<file path="src/rtl/accel_pkg.sv">
// Shared constants and types for the accelerometer sequencer.
// The WHOAMI state only exists when ACCEL_WHOAMI_CHECK_EN is defined.
package accel_pkg;

  // Frame field widths: {rw, 1'b0, addr, wdata} in the low 16 bits of a 32-bit bus word.
  localparam int ADDR_W  = 6;
  localparam int DATA_W  = 8;
  localparam int FRAME_W = 16;
  localparam int BUS_W   = 32;

  // Register map of the sensor.
  localparam logic [ADDR_W-1:0] ADDR_WHOAMI  = 6'h0F;
  localparam logic [ADDR_W-1:0] ADDR_CTRL1   = 6'h20;
  localparam logic [ADDR_W-1:0] ADDR_CTRL4   = 6'h23;
  localparam logic [ADDR_W-1:0] ADDR_OUT_X_H = 6'h29;
  localparam logic [ADDR_W-1:0] ADDR_OUT_Y_H = 6'h2B;
  localparam logic [ADDR_W-1:0] ADDR_OUT_Z_H = 6'h2D;

  localparam logic [DATA_W-1:0] WHOAMI_VAL = 8'h33;

  // Settling time after reset and bus-stall limit, in clk_in cycles.
  localparam int RESET_WAIT_CYCLES = 16;
  localparam int BUSY_TIMEOUT      = 4096;

  typedef enum logic [3:0] {
    S_RESET_WAIT = 4'd0,
`ifdef ACCEL_WHOAMI_CHECK_EN
    S_WHOAMI     = 4'd1,
`endif
    S_CFG1       = 4'd2,
    S_CFG4       = 4'd3,
    S_WAIT_TICK  = 4'd4,
    S_RD_X       = 4'd5,
    S_RD_Y       = 4'd6,
    S_RD_Z       = 4'd7,
    S_PUBLISH    = 4'd8,
    S_ERROR      = 4'd9
  } accel_state_t;

  // Sub-phase of a single SPI transfer.
  typedef enum logic [1:0] {
    PH_REQ     = 2'd0,
    PH_WAIT_LO = 2'd1,
    PH_WAIT_HI = 2'd2
  } xfer_phase_t;

  // Build the 32-bit word handed to spi_master.
  function automatic logic [BUS_W-1:0] make_frame(input logic rw,
                                                  input logic [ADDR_W-1:0] addr,
                                                  input logic [DATA_W-1:0] wdata);
    return {{(BUS_W-FRAME_W){1'b0}}, rw, 1'b0, addr, wdata};
  endfunction

endpackage

</file>
<file path="src/rtl/poll_timer.sv">
// Free-running sample-rate divider: counts 0..POLL_DIV-1 while enabled and
// emits a one-cycle tick each time it wraps.
module poll_timer #(
  parameter logic [31:0] POLL_DIV = 32'd120000
) (
  input  logic clk_in,
  input  logic nrst,
  input  logic en,
  output logic tick
);

  logic [31:0] cnt;

  // Divider counter; held at zero until enabled.
  always_ff @(posedge clk_in or negedge nrst) begin
    if (!nrst) begin
      cnt  <= '0;
      tick <= 1'b0;
    end else if (!en) begin
      cnt  <= '0;
      tick <= 1'b0;
    end else if (cnt == POLL_DIV - 32'd1) begin
      cnt  <= '0;
      tick <= 1'b1;
    end else begin
      cnt  <= cnt + 32'd1;
      tick <= 1'b0;
    end
  end

endmodule

</file>
<file path="src/rtl/accel_sequencer.sv">
// Accelerometer sequencer: configures the sensor over spi_master, then reads
// OUT_X_H/OUT_Y_H/OUT_Z_H on every poll tick and publishes the triple atomically.
// Define ACCEL_WHOAMI_CHECK_EN to add a WHOAMI identity check before configuration.
//
// spi_master handshake: a transfer is started by a one-cycle spi_request while
// spi_ready=1; spi_master drops spi_ready while busy and raises it again when
// done, and the transfer completes on the cycle spi_ready is seen high again.
// spi_data_in is a pure function of the FSM state, so it is stable for the
// whole transfer.
module accel_sequencer
  import accel_pkg::*;
#(
  parameter logic [31:0] POLL_DIV  = 32'd120000,
  parameter logic [7:0]  CTRL1_VAL = 8'h57,
  parameter logic [7:0]  CTRL4_VAL = 8'h88
) (
  input  logic               clk_in,
  input  logic               nrst,
  output logic [BUS_W-1:0]   spi_data_in,
  output logic [5:0]         spi_n_bits,
  output logic               spi_request,
  input  logic               spi_ready,
  input  logic [BUS_W-1:0]   spi_data_out,
  output logic [DATA_W-1:0]  accel_x,
  output logic [DATA_W-1:0]  accel_y,
  output logic [DATA_W-1:0]  accel_z,
  output logic               sample_valid,
  output logic               cfg_done,
  output logic               err,
  output accel_state_t       dbg_state,
  output xfer_phase_t        dbg_phase
);

  accel_state_t state, state_nxt;
  xfer_phase_t  phase, phase_nxt;

  logic [4:0]        wait_cnt;
  logic [11:0]       busy_cnt;
  logic [DATA_W-1:0] shadow_x, shadow_y, shadow_z;
  logic              tick;
  logic              is_xfer;
  logic              xfer_done;
  logic              busy_expired;
  logic [DATA_W-1:0] rdata;
  logic              unused_rdata_hi;

  assign rdata           = spi_data_out[DATA_W-1:0];
  assign unused_rdata_hi = ^spi_data_out[BUS_W-1:DATA_W];
  assign spi_n_bits      = 6'd16;
  assign dbg_state       = state;
  assign dbg_phase       = phase;

  poll_timer #(.POLL_DIV(POLL_DIV)) u_poll_timer (
    .clk_in (clk_in),
    .nrst   (nrst),
    .en     (cfg_done),
    .tick   (tick)
  );

  // Transfer status shared by next-state logic and the datapath.
  always_comb begin
    is_xfer = 1'b0;
    case (state)
`ifdef ACCEL_WHOAMI_CHECK_EN
      S_WHOAMI,
`endif
      S_CFG1, S_CFG4, S_RD_X, S_RD_Y, S_RD_Z: is_xfer = 1'b1;
      default:                                is_xfer = 1'b0;
    endcase
    spi_request  = is_xfer && (phase == PH_REQ) && spi_ready;
    xfer_done    = is_xfer && (phase == PH_WAIT_HI) && spi_ready;
    busy_expired = is_xfer && (phase != PH_REQ) && !xfer_done &&
                   (busy_cnt == 12'(BUSY_TIMEOUT - 1));
  end

  // Frame selection: each transfer state owns exactly one frame.
  always_comb begin
    spi_data_in = '0;
    case (state)
`ifdef ACCEL_WHOAMI_CHECK_EN
      S_WHOAMI: spi_data_in = make_frame(1'b1, ADDR_WHOAMI, 8'h00);
`endif
      S_CFG1:   spi_data_in = make_frame(1'b0, ADDR_CTRL1, CTRL1_VAL);
      S_CFG4:   spi_data_in = make_frame(1'b0, ADDR_CTRL4, CTRL4_VAL);
      S_RD_X:   spi_data_in = make_frame(1'b1, ADDR_OUT_X_H, 8'h00);
      S_RD_Y:   spi_data_in = make_frame(1'b1, ADDR_OUT_Y_H, 8'h00);
      S_RD_Z:   spi_data_in = make_frame(1'b1, ADDR_OUT_Z_H, 8'h00);
      default:  spi_data_in = '0;
    endcase
  end

  // Next-state logic for the sequence and the per-transfer phase.
  always_comb begin
    state_nxt = state;
    phase_nxt = phase;
    case (state)
      S_RESET_WAIT: begin
        if (wait_cnt == 5'(RESET_WAIT_CYCLES - 1)) begin
`ifdef ACCEL_WHOAMI_CHECK_EN
          state_nxt = S_WHOAMI;
`else
          state_nxt = S_CFG1;
`endif
        end
      end
      S_WAIT_TICK: if (tick) state_nxt = S_RD_X;
      S_PUBLISH:   state_nxt = S_WAIT_TICK;
      S_ERROR:     state_nxt = S_ERROR;
      default: begin
        case (phase)
          PH_REQ:     if (spi_ready)  phase_nxt = PH_WAIT_LO;
          PH_WAIT_LO: if (!spi_ready) phase_nxt = PH_WAIT_HI;
          default:    if (spi_ready)  phase_nxt = PH_REQ;
        endcase
        if (xfer_done) begin
          case (state)
`ifdef ACCEL_WHOAMI_CHECK_EN
            S_WHOAMI: state_nxt = (rdata == WHOAMI_VAL) ? S_CFG1 : S_ERROR;
`endif
            S_CFG1:   state_nxt = S_CFG4;
            S_CFG4:   state_nxt = S_WAIT_TICK;
            S_RD_X:   state_nxt = S_RD_Y;
            S_RD_Y:   state_nxt = S_RD_Z;
            default:  state_nxt = S_PUBLISH;
          endcase
        end else if (busy_expired) begin
          state_nxt = S_ERROR;
          phase_nxt = PH_REQ;
        end
      end
    endcase
  end

  // State and phase registers.
  always_ff @(posedge clk_in or negedge nrst) begin
    if (!nrst) begin
      state <= S_RESET_WAIT;
      phase <= PH_REQ;
    end else begin
      state <= state_nxt;
      phase <= phase_nxt;
    end
  end

  // Reset settling counter and busy-timeout counter (restarted by each request).
  always_ff @(posedge clk_in or negedge nrst) begin
    if (!nrst) begin
      wait_cnt <= '0;
      busy_cnt <= '0;
    end else begin
      if (state == S_RESET_WAIT) wait_cnt <= wait_cnt + 5'd1;
      if (spi_request)                        busy_cnt <= '0;
      else if (is_xfer && (phase != PH_REQ))  busy_cnt <= busy_cnt + 12'd1;
    end
  end

  // Shadow capture on read completion, atomic publish, sticky status flags.
  always_ff @(posedge clk_in or negedge nrst) begin
    if (!nrst) begin
      shadow_x     <= '0;
      shadow_y     <= '0;
      shadow_z     <= '0;
      accel_x      <= '0;
      accel_y      <= '0;
      accel_z      <= '0;
      sample_valid <= 1'b0;
      cfg_done     <= 1'b0;
      err          <= 1'b0;
    end else begin
      sample_valid <= 1'b0;
      if (xfer_done) begin
        case (state)
          S_RD_X: shadow_x <= rdata;
          S_RD_Y: shadow_y <= rdata;
          S_RD_Z: shadow_z <= rdata;
          S_CFG4: cfg_done <= 1'b1;
          default: ;
        endcase
      end
      if (state == S_PUBLISH) begin
        accel_x      <= shadow_x;
        accel_y      <= shadow_y;
        accel_z      <= shadow_z;
        sample_valid <= 1'b1;
      end
      if ((state != S_ERROR) && (state_nxt == S_ERROR)) err <= 1'b1;
    end
  end

endmodule

</file>
<file path="config.mk">
export PLATFORM = sky130hd
export DESIGN_NAME = accel_sequencer
export DESIGN_NICKNAME = d
export VERILOG_FILES = /design/src/rtl/accel_pkg.sv /design/src/rtl/poll_timer.sv /design/src/rtl/accel_sequencer.sv
export SDC_FILE = /design/constraint.sdc
export NUM_CORES = 1
export LEC_CHECK = 0
export CORE_MARGIN = 5
export CORE_UTILIZATION = 55
export CTS_CLUSTER_DIAMETER = 50
export DETAILED_ROUTE_END_ITERATION = 16
export PLACE_DENSITY = 0.85
export SKIP_CTS_REPAIR_TIMING = 1
export SLEW_MARGIN = 30
export SYNTH_ARGS = -nofsm -noshare
export SYNTH_HDL_FRONTEND = slang
export SYNTH_SLANG_ARGS = --single-unit
</file>
<file path="constraint.sdc">
create_clock -name clk_in -period 3.9 [get_ports clk_in]
set_clock_uncertainty 0.2 [all_clocks]
set_input_delay 0.78 -clock clk_in [delete_from_list [all_inputs] [get_ports clk_in]]
set_output_delay 0.78 -clock clk_in [all_outputs]
set_load 0.02 [all_outputs]
</file>
==> impl_metrics.xml <==
<?xml version="1.0" encoding="UTF-8"?>
<metrics>
  <group name="sta">
    <metric name="worstMarginPinSlew" unit="ps">919</metric>
    <metric name="finalCritPeriodShare" unit="%">91.9</metric>
    <metric name="shortest_period_the_worst_path_allows" unit="ps">3580</metric>
    <metric name="rsz_0062_raised_after_global_routing" unit="">false</metric>
    <metric name="timing.max_slew.rel_slack" unit="%">38.2</metric>
    <metric name="final_hold_viol_count" unit="">0</metric>
    <metric name="fmaxAchievable" unit="MHz">279</metric>
    <metric name="setup_ws" unit="ps">315</metric>
    <metric name="fin_setup_tns" unit="ps">0</metric>
    <metric name="final_slew_viol_count" unit="">0</metric>
    <metric name="timing.final.setup_violations" unit="">0</metric>
  </group>
  <group name="route">
    <metric name="drt.antenna.violating_nets" unit="">0</metric>
    <metric name="routed-via-count" unit="">3600</metric>
    <metric name="drt_first_iter_violations" unit="">195</metric>
    <metric name="dr.pass1.iters" unit="">4</metric>
    <metric name="wire_per_inst" unit="µm">16.8</metric>
    <metric name="drc_violations_left" unit="">0</metric>
    <metric name="drt-vias-per-instance" unit="">5.70</metric>
    <metric name="routed_wl" unit="µm">10600</metric>
  </group>
  <group name="critical_path">
    <metric name="criticalPathCategory" unit="">reg -&gt; out</metric>
    <metric name="arrival" unit="ps">2600</metric>
    <metric name="worst_path_max_fanout" unit="">21</metric>
    <metric name="worstSetupEndpointType" unit="">output pin</metric>
    <metric name="worst_r2r_path_depth" unit="">5</metric>
    <metric name="critical-path-max-stage-delay" unit="ps">720</metric>
    <metric name="worstPathBufferInverterCount" unit="">1</metric>
    <metric name="crit_slowest_cell" unit="">clkdlybuf4s50_1</metric>
    <metric name="critical_path_cell_count" unit="">3</metric>
    <metric name="cell_family_with_most_cp_delay" unit="">simple AND/OR/NAND/NOR gates</metric>
    <metric name="worst-endpoint-required" unit="ps">2920</metric>
    <metric name="crit_path_start_kind" unit="">register</metric>
    <metric name="crit_path_cell_trace" unit="">nor2b_1, nor3b_1, clkdlybuf4s50_1</metric>
  </group>
  <group name="finish">
    <metric name="multiInputGateArea" unit="mm²">0.00218</metric>
    <metric name="final-seq-area" unit="mm²">0.00268</metric>
    <metric name="layout-drive-gt1-share" unit="%">14.4</metric>
    <metric name="final.fill_count" unit="">688</metric>
    <metric name="flow.area_growth_from_synthesis" unit="%">15.6</metric>
    <metric name="diodes" unit="">0</metric>
    <metric name="commonest_non_fill_non_tap_cell_in_the_layout" unit="">dfrtp_1</metric>
    <metric name="layout_common_cells" unit="">dfrtp_1, clkdlybuf4s50_1, nor2_1</metric>
    <metric name="finalNetCount" unit="">555</metric>
  </group>
  <group name="logic_synthesis">
    <metric name="syn_area_per_cell" unit="µm²">10.9</metric>
    <metric name="syn-instance-count" unit="">467</metric>
    <metric name="number_of_unique_standard_cell_types_used_by_synthesis" unit="">44</metric>
    <metric name="cell_area_after_synthesis" unit="mm²">0.00510</metric>
    <metric name="synth.ff_latch_count" unit="">107</metric>
    <metric name="synth_seq_area_share" unit="%">52.5</metric>
    <metric name="synthesis.yosys.warnings" unit="">0</metric>
  </group>
  <group name="floorplan">
    <metric name="start_util" unit="%">55.7</metric>
    <metric name="core_area" unit="mm²">0.00915</metric>
    <metric name="pin_count" unit="">107</metric>
    <metric name="die_area" unit="mm²">0.0113</metric>
    <metric name="count_of_standard_cell_rows" unit="">35</metric>
    <metric name="horizontal_extent_of_the_die" unit="µm">106</metric>
    <metric name="chipHeight" unit="µm">106</metric>
  </group>
  <group name="global_route">
    <metric name="grt.overflow.total" unit="">0</metric>
    <metric name="wire_length_of_the_first_global_routing_pass" unit="µm">17700</metric>
    <metric name="grt_pass1_vias" unit="">3543</metric>
    <metric name="grt_start_max_net_pins" unit="">56</metric>
    <metric name="grt_antenna_before_repair" unit="">0</metric>
    <metric name="gr-usage-all-layers" unit="%">19.4</metric>
  </group>
  <group name="place">
    <metric name="dp_hpwl" unit="µm">7270</metric>
    <metric name="preCtsSetupSlack" unit="ps">659</metric>
    <metric name="io_buffers" unit="">57</metric>
    <metric name="gp_routability_congestion" unit="">0.876</metric>
  </group>
  <group name="min_path">
    <metric name="worstHoldPathType" unit="">in -&gt; async</metric>
  </group>
  <group name="clocking">
    <metric name="htreeDepth" unit="">3</metric>
    <metric name="numCtsBuffers" unit="">9</metric>
    <metric name="cts_root_buf" unit="">clkbuf_8</metric>
    <metric name="cts_tree" unit="">built</metric>
    <metric name="clock_insertion_delay_worst_skew" unit="ps">360</metric>
    <metric name="clock_sink_count" unit="">107</metric>
    <metric name="cts_buffer_depth" unit="">2</metric>
    <metric name="cts.reportedPaths.clkPinSlew" unit="ps">100</metric>
  </group>
  <group name="outcome">
    <metric name="run_status" unit="">complete, no violations</metric>
  </group>
  <group name="pwr">
    <metric name="power.ir.vdd_worst" unit="V">0.000244</metric>
    <metric name="p_leak" unit="nW">2.59</metric>
    <metric name="cellPowerDensity" unit="mW/mm²">348</metric>
    <metric name="total_power" unit="mW">2.05</metric>
  </group>
  <group name="flow_run">
    <metric name="max-cap-violations" unit="">0</metric>
  </group>
</metrics>
==> metal layers <==
metal	up-vias	part of all wire, %	track usage, %
li1	1662	-	-
met1	1808	41	24.9
met2	120	53	33.8
met3	10	5.1	4.37
met4	0	0.86	3.89
met5	-	0	0
==> area by class of cell <==
| type | count | share of cell area, % |
|---|---|---|
| clock buffer | 9 | 2.10 |
| clock inverter | 7 | 2.36 |
| inverter | 8 | 0.509 |
| multi-input combinational | 328 | 37.0 |
| sequential | 107 | 45.4 |
| tap | 111 | 2.36 |
| timing repair buffer | 62 | 10.3 |
==> path summary, 6_finish.rpt <==
check	start	end	slack, ps
worst max-delay path	dbg_state[0]$_DFF_PN0_	spi_data_in[2]	320
worst min-delay path	nrst	busy_cnt[3]$_DFFE_PN0P_	220
worst max register to register	dbg_state[0]$_DFF_PN0_	dbg_state[2]$_DFF_PN0_	1000
worst min register to register	busy_cnt[11]$_DFFE_PN0P_	busy_cnt[11]$_DFFE_PN0P_	290
max in group asynchronous	nrst	u_poll_timer.cnt[24]$_DFF_PN0_	2400
min in group clk_in	busy_cnt[11]$_DFFE_PN0P_	busy_cnt[11]$_DFFE_PN0P_	290
==> registers in the layout (all words and copies together), names as in the netlist <==
register / flops
busy_cnt: 12
dbg_state: 4
accel_x: 8
u_poll_timer.tick: 1
shadow_z: 8
accel_z: 8
accel_y: 8
u_poll_timer.cnt: 32
err: 1
dbg_phase: 2
shadow_y: 8
cfg_done: 1
shadow_x: 8
wait_cnt: 5
sample_valid: 1
==> Yosys cell counts (all sizes together) <==
| cell type | instances | area, µm² |
|---|---|---|
| clkbuf | 9 | 33.8 |
| a22o | 1 | 8.76 |
| nor4b | 1 | 8.76 |
| maj3 | 1 | 10.0 |
| a31oi | 1 | 6.26 |
| nand2 | 26 | 97.6 |
| or2 | 2 | 12.5 |
| nand3b | 3 | 22.5 |
| xnor2 | 25 | 219 |
| o31ai | 4 | 30.0 |
| conb | 2 | 7.51 |
| nand4 | 11 | 68.8 |
| a21o | 2 | 15.0 |
| nor3b | 4 | 30.0 |
| or4 | 2 | 15.0 |
| and4 | 4 | 35.0 |
| nand2b | 4 | 25.0 |
| and2 | 5 | 31.3 |
| mux2i | 6 | 60.1 |
| o21ai | 12 | 60.1 |
| and3 | 7 | 43.8 |
| nor2b | 2 | 12.5 |
| nor2 | 53 | 199 |
| dfrtp | 107 | 2680 |
| or3 | 1 | 6.26 |
| and4b | 1 | 10.0 |
| o21a | 1 | 7.51 |
| xor2 | 10 | 87.6 |
| buf | 38 | 265 |
| nor4 | 16 | 115 |
| a211o | 1 | 8.76 |
| a2111o | 1 | 11.3 |
| mux2 | 49 | 552 |
| a21oi | 7 | 38.8 |
| inv | 8 | 30.0 |
| nor3 | 11 | 55.1 |
| o2bb2ai | 1 | 8.76 |
| nand3 | 22 | 110 |
| ha | 4 | 50.1 |
| o211ai | 2 | 15.0 |
==> cells by family after synthesis <==
| kind of cell | synth area share (%) |
|---|---|
| flops | 52.5 |
| mux | 12.0 |
| buf+inv | 6.45 |
| fa+ha+maj | 1.18 |
| compound gates | 4.12 |
| simple gates | 17.6 |
| other cells | 0.147 |
| xor+xnor | 6.01 |
==> where the power goes <==
group | switching [mW] | internal [mW] | total [mW]
clock network | 0.376 | 0.491 | 0.867
logic | 0.0562 | 0.0174 | 0.0736
registers | 0.00304 | 1.11 | 1.11
total | 0.435 | 1.62 | 2.05
==> through the flow <==
| step | instances | hold slack [ps] | util (%) | area (µm²) |
|---|---|---|---|---|
| detailed placement | 616 | 267 | 61.5 | 5630 |
| finish | 632 | 222 | 64.4 | 5900 |
| floorplan | 490 | 238 | - | 5190 |
| global route | 632 | 276 | 64.4 | 5900 |
| CTS | 632 | 257 | 64.4 | 5900 |
| global placement | 616 | 254 | 61.5 | 5630 |
No activity file was read; power rests on OpenSTA's default activity.
